[src/rtl/board_gpio_io.sv]
// Board-side GPIO front end: switch synchronise/debounce/edge/IRQ path and
// registered LED drive with optional per-bit blink gating.
module board_gpio_io #(
  parameter int N_SW            = 16,
  parameter int N_LED           = 16,
  parameter int SYNC_STAGES     = 2,
  parameter int DEBOUNCE_CYCLES = 1000,
  parameter int BLINK_DIV       = 2**22
) (
  input  logic             i_clk,
  input  logic             i_reset,
  input  logic [N_SW-1:0]  i_sw,
  output logic [N_SW-1:0]  o_sw_db,
  output logic [N_SW-1:0]  o_sw_rise,
  output logic [N_SW-1:0]  o_sw_fall,
  input  logic [N_SW-1:0]  i_irq_mask,
  input  logic [N_SW-1:0]  i_irq_clr,
  output logic [N_SW-1:0]  o_irq_pending,
  output logic             o_irq,
  input  logic [N_LED-1:0] i_gpio_out,
  input  logic [N_LED-1:0] i_led_blink_en,
  output logic [N_LED-1:0] o_led
);

  localparam int CNT_W = $clog2(DEBOUNCE_CYCLES + 1);
  localparam logic [CNT_W-1:0] CNT_LAST = CNT_W'(DEBOUNCE_CYCLES - 1);
  localparam int BLK_W = (BLINK_DIV > 1) ? $clog2(BLINK_DIV) : 1;
  localparam logic [BLK_W-1:0] BLK_LAST = BLK_W'(BLINK_DIV - 1);

  logic [N_SW-1:0]  sync_p0 [SYNC_STAGES];
  logic [N_SW-1:0]  sw_s_p0;
  logic [CNT_W-1:0] db_cnt_p1 [N_SW];
  logic [N_SW-1:0]  db_flip;
  logic [N_SW-1:0]  pend_nxt;
  logic [BLK_W-1:0] blink_cnt;
  logic             blink_phase;

  assign sw_s_p0 = sync_p0[SYNC_STAGES-1];

  // Stage p0: synchroniser chain on the raw pins
  always_ff @(posedge i_clk) begin
    if (i_reset) begin
      for (int k = 0; k < SYNC_STAGES; k++) sync_p0[k] <= '0;
    end else begin
      sync_p0[0] <= i_sw;
      for (int k = 1; k < SYNC_STAGES; k++) sync_p0[k] <= sync_p0[k-1];
    end
  end

  // A channel flips once it has disagreed for DEBOUNCE_CYCLES consecutive cycles
  always_comb begin
    db_flip = '0;
    for (int i = 0; i < N_SW; i++)
      db_flip[i] = (sw_s_p0[i] != o_sw_db[i]) && (db_cnt_p1[i] == CNT_LAST);
  end

  // Stage p1: debounce counters, debounced level and edge pulses
  always_ff @(posedge i_clk) begin
    if (i_reset) begin
      for (int i = 0; i < N_SW; i++) db_cnt_p1[i] <= '0;
      o_sw_db   <= '0;
      o_sw_rise <= '0;
      o_sw_fall <= '0;
    end else begin
      for (int i = 0; i < N_SW; i++) begin
        if ((sw_s_p0[i] == o_sw_db[i]) || db_flip[i])
          db_cnt_p1[i] <= '0;
        else
          db_cnt_p1[i] <= db_cnt_p1[i] + CNT_W'(1);
      end
      o_sw_db   <= o_sw_db ^ db_flip;
      o_sw_rise <= db_flip & ~o_sw_db;
      o_sw_fall <= db_flip & o_sw_db;
    end
  end

  // Set beats clear; a masked-off edge is simply dropped
  assign pend_nxt = (o_irq_pending & ~i_irq_clr) | ((o_sw_rise | o_sw_fall) & i_irq_mask);

  // Stage p2: sticky pending bits and their OR, updated together
  always_ff @(posedge i_clk) begin
    if (i_reset) begin
      o_irq_pending <= '0;
      o_irq         <= 1'b0;
    end else begin
      o_irq_pending <= pend_nxt;
      o_irq         <= |pend_nxt;
    end
  end

  // Blink phase generator and registered LED drive
  always_ff @(posedge i_clk) begin
    if (i_reset) begin
      blink_cnt   <= '0;
      blink_phase <= 1'b0;
      o_led       <= '0;
    end else begin
      if (blink_cnt == BLK_LAST) begin
        blink_cnt   <= '0;
        blink_phase <= ~blink_phase;
      end else begin
        blink_cnt <= blink_cnt + BLK_W'(1);
      end
      o_led <= i_gpio_out & (~i_led_blink_en | {N_LED{blink_phase}});
    end
  end

endmodule

[config.mk]
export PLATFORM = sky130hd
export DESIGN_NAME = board_gpio_io
export DESIGN_NICKNAME = d
export VERILOG_FILES = /design/src/rtl/board_gpio_io.sv
export SDC_FILE = /design/constraint.sdc
export NUM_CORES = 1
export LEC_CHECK = 0
export ABC_CLOCK_PERIOD_IN_PS = 2150
export BUFFER_PORTS_ARGS = -buffer_cell sky130_fd_sc_hd__buf_2
export CORE_MARGIN = 3
export CORE_UTILIZATION = 35
export CTS_BUF_LIST = sky130_fd_sc_hd__clkbuf_4 sky130_fd_sc_hd__clkbuf_8 sky130_fd_sc_hd__clkbuf_16
export CTS_CLUSTER_SIZE = 12
export DETAILED_ROUTE_END_ITERATION = 12
export SKIP_CTS_REPAIR_TIMING = 1
export SLEW_MARGIN = 5
export SYNTH_ARGS = -nofsm -noshare
export SYNTH_HDL_FRONTEND = slang
export SYNTH_SLANG_ARGS = --single-unit
[constraint.sdc]
create_clock -name i_clk -period 2.15 [get_ports i_clk]
set_clock_uncertainty 0.15 [all_clocks]
set_input_delay 0.1075 -clock i_clk [delete_from_list [all_inputs] [get_ports i_clk]]
set_output_delay 0.1075 -clock i_clk [all_outputs]
set_load 0.01 [all_outputs]
==> flow_summary.json <==
{
  "overall_global_routing_resource_usage_pct": 12.6,
  "hpwl_microns": 18300,
  "hold_path_startpoint": "i_irq_mask[3]",
  "cts_root_buffer_type": "sky130_fd_sc_hd__clkbuf_16",
  "syn-mean-instance-area_sq_um": 10.6,
  "maxClockFrequency_ghz": 0.506,
  "reg2reg_slack_ns": 0.17,
  "placed_cells_incl_taps": 1992,
  "layout.area.seq_sq_um": 7530,
  "crit_path_cell_trace": "ha_1 > nand2_1 > or4_1 > nand2_1 > nor2_1",
  "fillerInstances": 3400,
  "synth.top_cells.by_area": "sky130_fd_sc_hd__edfxtp_1 37%, sky130_fd_sc_hd__dfxtp_1 21%, sky130_fd_sc_hd__xnor2_1 5.9%, sky130_fd_sc_hd__nor2_1 5.7%, sky130_fd_sc_hd__xor2_1 3.7%",
  "power.combinational.fraction_pct": 4.6,
  "power.ir.vdd_worst_uv": 425,
  "detail_route.first_pass.iterations": 4,
  "synth_edf_count": 160,
  "power_density_over_the_cells_nw_per_um2": 741,
  "vias_per_cell": 4.50,
  "detail_route.iter0.violations": 247,
  "endpoint_kind": "flip-flop",
  "grt_setup_unrepaired": "no",
  "final_antenna_net_count": 0,
  "worst_path_most_repeated_cell": "sky130_fd_sc_hd__nand2_1",
  "start_util_pct": 35.9,
  "internal_power_w": 0.00996,
  "yosysWarnings": 0,
  "cts_tree": "done",
  "fin_crit_ns": 1.98,
  "cp_top_family": "simple AND/OR/NAND/NOR gates",
  "r2r_path_start": "db_cnt_p1[0][40]",
  "die_w_microns": 198,
  "number_of_non_filler_instances_in_the_completed_layout": 2140,
  "worst_skew_pair.late_latency_ns": 0.51,
  "synth_seq_cells": 296,
  "total_area_of_multi_input_combinational_cells_sq_um": 5810,
  "cts.reportedPaths.clkPinSlew_ns": 0.06,
  "worst-setup-path-type": "flip-flop to flip-flop",
  "r2r_end": "db_cnt_p1[0][49]",
  "cts_num_sinks": 296,
  "cap_violations": 0,
  "design.final.nets": 1752,
  "critPathBufInv": 0,
  "design_power_total_w": 0.0126,
  "placementRows": 69,
  "vias": 9621,
  "route.detailed.drc": 0,
  "synth.most_common_cell": "sky130_fd_sc_hd__nor2_1",
  "worst-r2r-cell-count": 5,
  "routability_cong": 0.741,
  "synth.cell_area_sq_um": 12900,
  "async_reset_ff_share_pct": 0,
  "grt_max_degree": 35,
  "critical_path.slowest_cell": "sky130_fd_sc_hd__or4_1",
  "min_period_over_period_pct": 92.0,
  "netlist_instances": 1215,
  "die-area_sq_um": 39300,
  "run_status": "finished with violations",
  "post-place-ws_ns": 0.177,
  "first_global_vias": 8775,
  "syn2layout_area_growth_pct": 31.4,
  "cts.path.max_buffers": 3,
  "worstHoldEndpoint": "o_irq",
  "sequentialPowerShare_pct": 50.0,
  "grt_first_pass_wirelength_microns": 41100,
  "power_switching_share_pct": 20.8,
  "synth.cells.most_frequent": "198 x sky130_fd_sc_hd__nor2_1, 160 x sky130_fd_sc_hd__edfxtp_1, 136 x sky130_fd_sc_hd__dfxtp_1, 87 x sky130_fd_sc_hd__xnor2_1, 77 x sky130_fd_sc_hd__nand2_1",
  "maximum_fanout_along_the_worst_path": 9,
  "synth_top_area_share_pct": 37.2,
  "routed_length_per_placed_instance_microns": 12.2,
  "timing.critical_path.required_ns": 2.25,
  "timing.final.ws_setup_ns": 0.172,
  "synth_ff_type": "sky130_fd_sc_hd__edfxtp_1",
  "ys_seq_area_share_pct": 58.2,
  "grt_antenna_before_repair": 0,
  "fp.coreArea_sq_um": 36000,
  "routed_wl_microns": 26000,
  "top_level_ports": 163,
  "grt_overflow_total": 0,
  "ys_types": 40,
  "share_clk_of_total_power_pct": 45.4,
  "tritoncts.num_buffers": 35,
  "cts_htree_levels": 2,
  "failed_checks": "hold timing",
  "synth_area_leader_cell": "sky130_fd_sc_hd__edfxtp_1",
  "slowest_delay_ns": 0.51,
  "layout_cells_sized_above_1_pct": 15.4,
  "antennaDiodeCount": 0,
  "timing.final.setup_violations": 0,
  "power.net_switching_w": 0.00262,
  "worst_hold_slack_ns": -0.00363,
  "power.leakage_nw": 6.82,
  "final-hold-violation-count": 1,
  "buffer_ports.inserted": 162,
  "drv_slew": 0,
  "timing.hold.worst_path_depth": 5,
  "startpoint_type": "flip-flop",
  "final.setup.tns_ns": 0,
  "transition_at_the_pin_with_the_smallest_max_transition_slack_ns": 0.618,
  "crit_path_arrival_time_ns": 2.08,
  "max-slew-margin-rel_pct": 58.2,
  "hp-class": "primary input to flip-flop",
  "die_height_microns": 198
}
==> state kept, by name (all words and copies together) (netlist names), named ones only <==
name	flops
db_cnt_p1	160
o_sw_fall	16
o_led	16
blink_phase	1
blink_cnt	22
o_sw_rise	16
o_irq	1
sync_p0	32
o_irq_pending	16
==> worst max-delay path by stage <==
stage | slack [ns] | depth (start not counted) | to | from
2_1_floorplan | 0.10 | 6 | blink_phase | blink_cnt[0]
3_3_place_gp | 0.22 | 5 | db_cnt_p1[1][19] | db_cnt_p1[1][10]
3_5_place_dp | 0.18 | 5 | db_cnt_p1[1][23] | db_cnt_p1[1][20]
4_1_cts | 0.16 | 5 | db_cnt_p1[0][46] | db_cnt_p1[0][40]
5_1_grt | 0.05 | 5 | db_cnt_p1[0][42] | db_cnt_p1[0][40]
6_report | 0.17 | 5 | db_cnt_p1[0][49] | db_cnt_p1[0][40]
==> cell type report <==
cell class,count,area share [%]
Clock buffer,57,6.48
Clock inverter,6,0.206
Inverter,13,0.287
Multi-Input combinational cell,1033,34.2
Sequential cell,296,44.3
Tap cell,461,3.40
Timing Repair Buffer,274,11.1
==> layer usage <==
layer,global-route usage (%),vias up,wire (microns)
met5,0,-,0
li1,-,4969,-
met3,2.94,43,1160
met2,20.9,153,12400
met1,16.3,4456,11900
met4,4.12,0,579
==> cell usage in the layout, fill, tap and decap left out, drive strengths merged, types with 9 or more instances in the layout <==
master / count
clkbuf: 57
dlygate4sd3: 85
nor2b: 36
edfxtp: 160
o21ai: 18
or4: 15
dfxtp: 136
a21oi: 34
nand3: 42
nand2b: 72
xor2: 54
mux2i: 15
nor4: 9
conb: 160
buf: 189
nand2: 77
xnor2: 87
nor3: 68
and3: 34
nor2: 198
ha: 17
and2: 11
nand4: 44
inv: 14
==> logic make-up (layout without fill, tap and decap cells) <==
family / count (synthesis) / after routing / share of synthesized area [%]
buffers and inverters: 45 / 350 / 1.42
AOI/OAI and AO/OA: 64 / 64 / 2.87
muxes: 18 / 18 / 1.42
xor gates and xnor gates: 141 / 141 / 9.55
adders and majority gates: 17 / 17 / 1.65
and+or+nand+nor: 633 / 633 / 24.8
other: 1 / 160 / 0.0290
DFF: 296 / 296 / 58.2
==> worst min-delay path, cell delays in order <==
cell and delay (ns):
sky130_fd_sc_hd__buf_2 0.08, sky130_fd_sc_hd__o21ai_0 0.09, sky130_fd_sc_hd__nand4_1 0.16, sky130_fd_sc_hd__nor4_1 0.07, sky130_fd_sc_hd__a21oi_1 0.11
==> per-stage QoR <==
step                instance area (sq um)  util, %
global route                        17000     47.2
detailed placement                  15000     41.6
finish                              17000     47.2
CTS                                 16100     44.8
global placement                    15000     41.6
floorplan                           13500        -
==> power groups by stage <==
stage               combinational, W  clock [W]  sequential [W]
floorplan                   0.000319          0         0.00637
global placement            0.000477          0         0.00640
detailed placement          0.000481          0         0.00641
CTS                         0.000485    0.00596         0.00629
global route                0.000659    0.00616         0.00631
finish                      0.000579    0.00571         0.00629
Power figures use the tool's default switching activity.
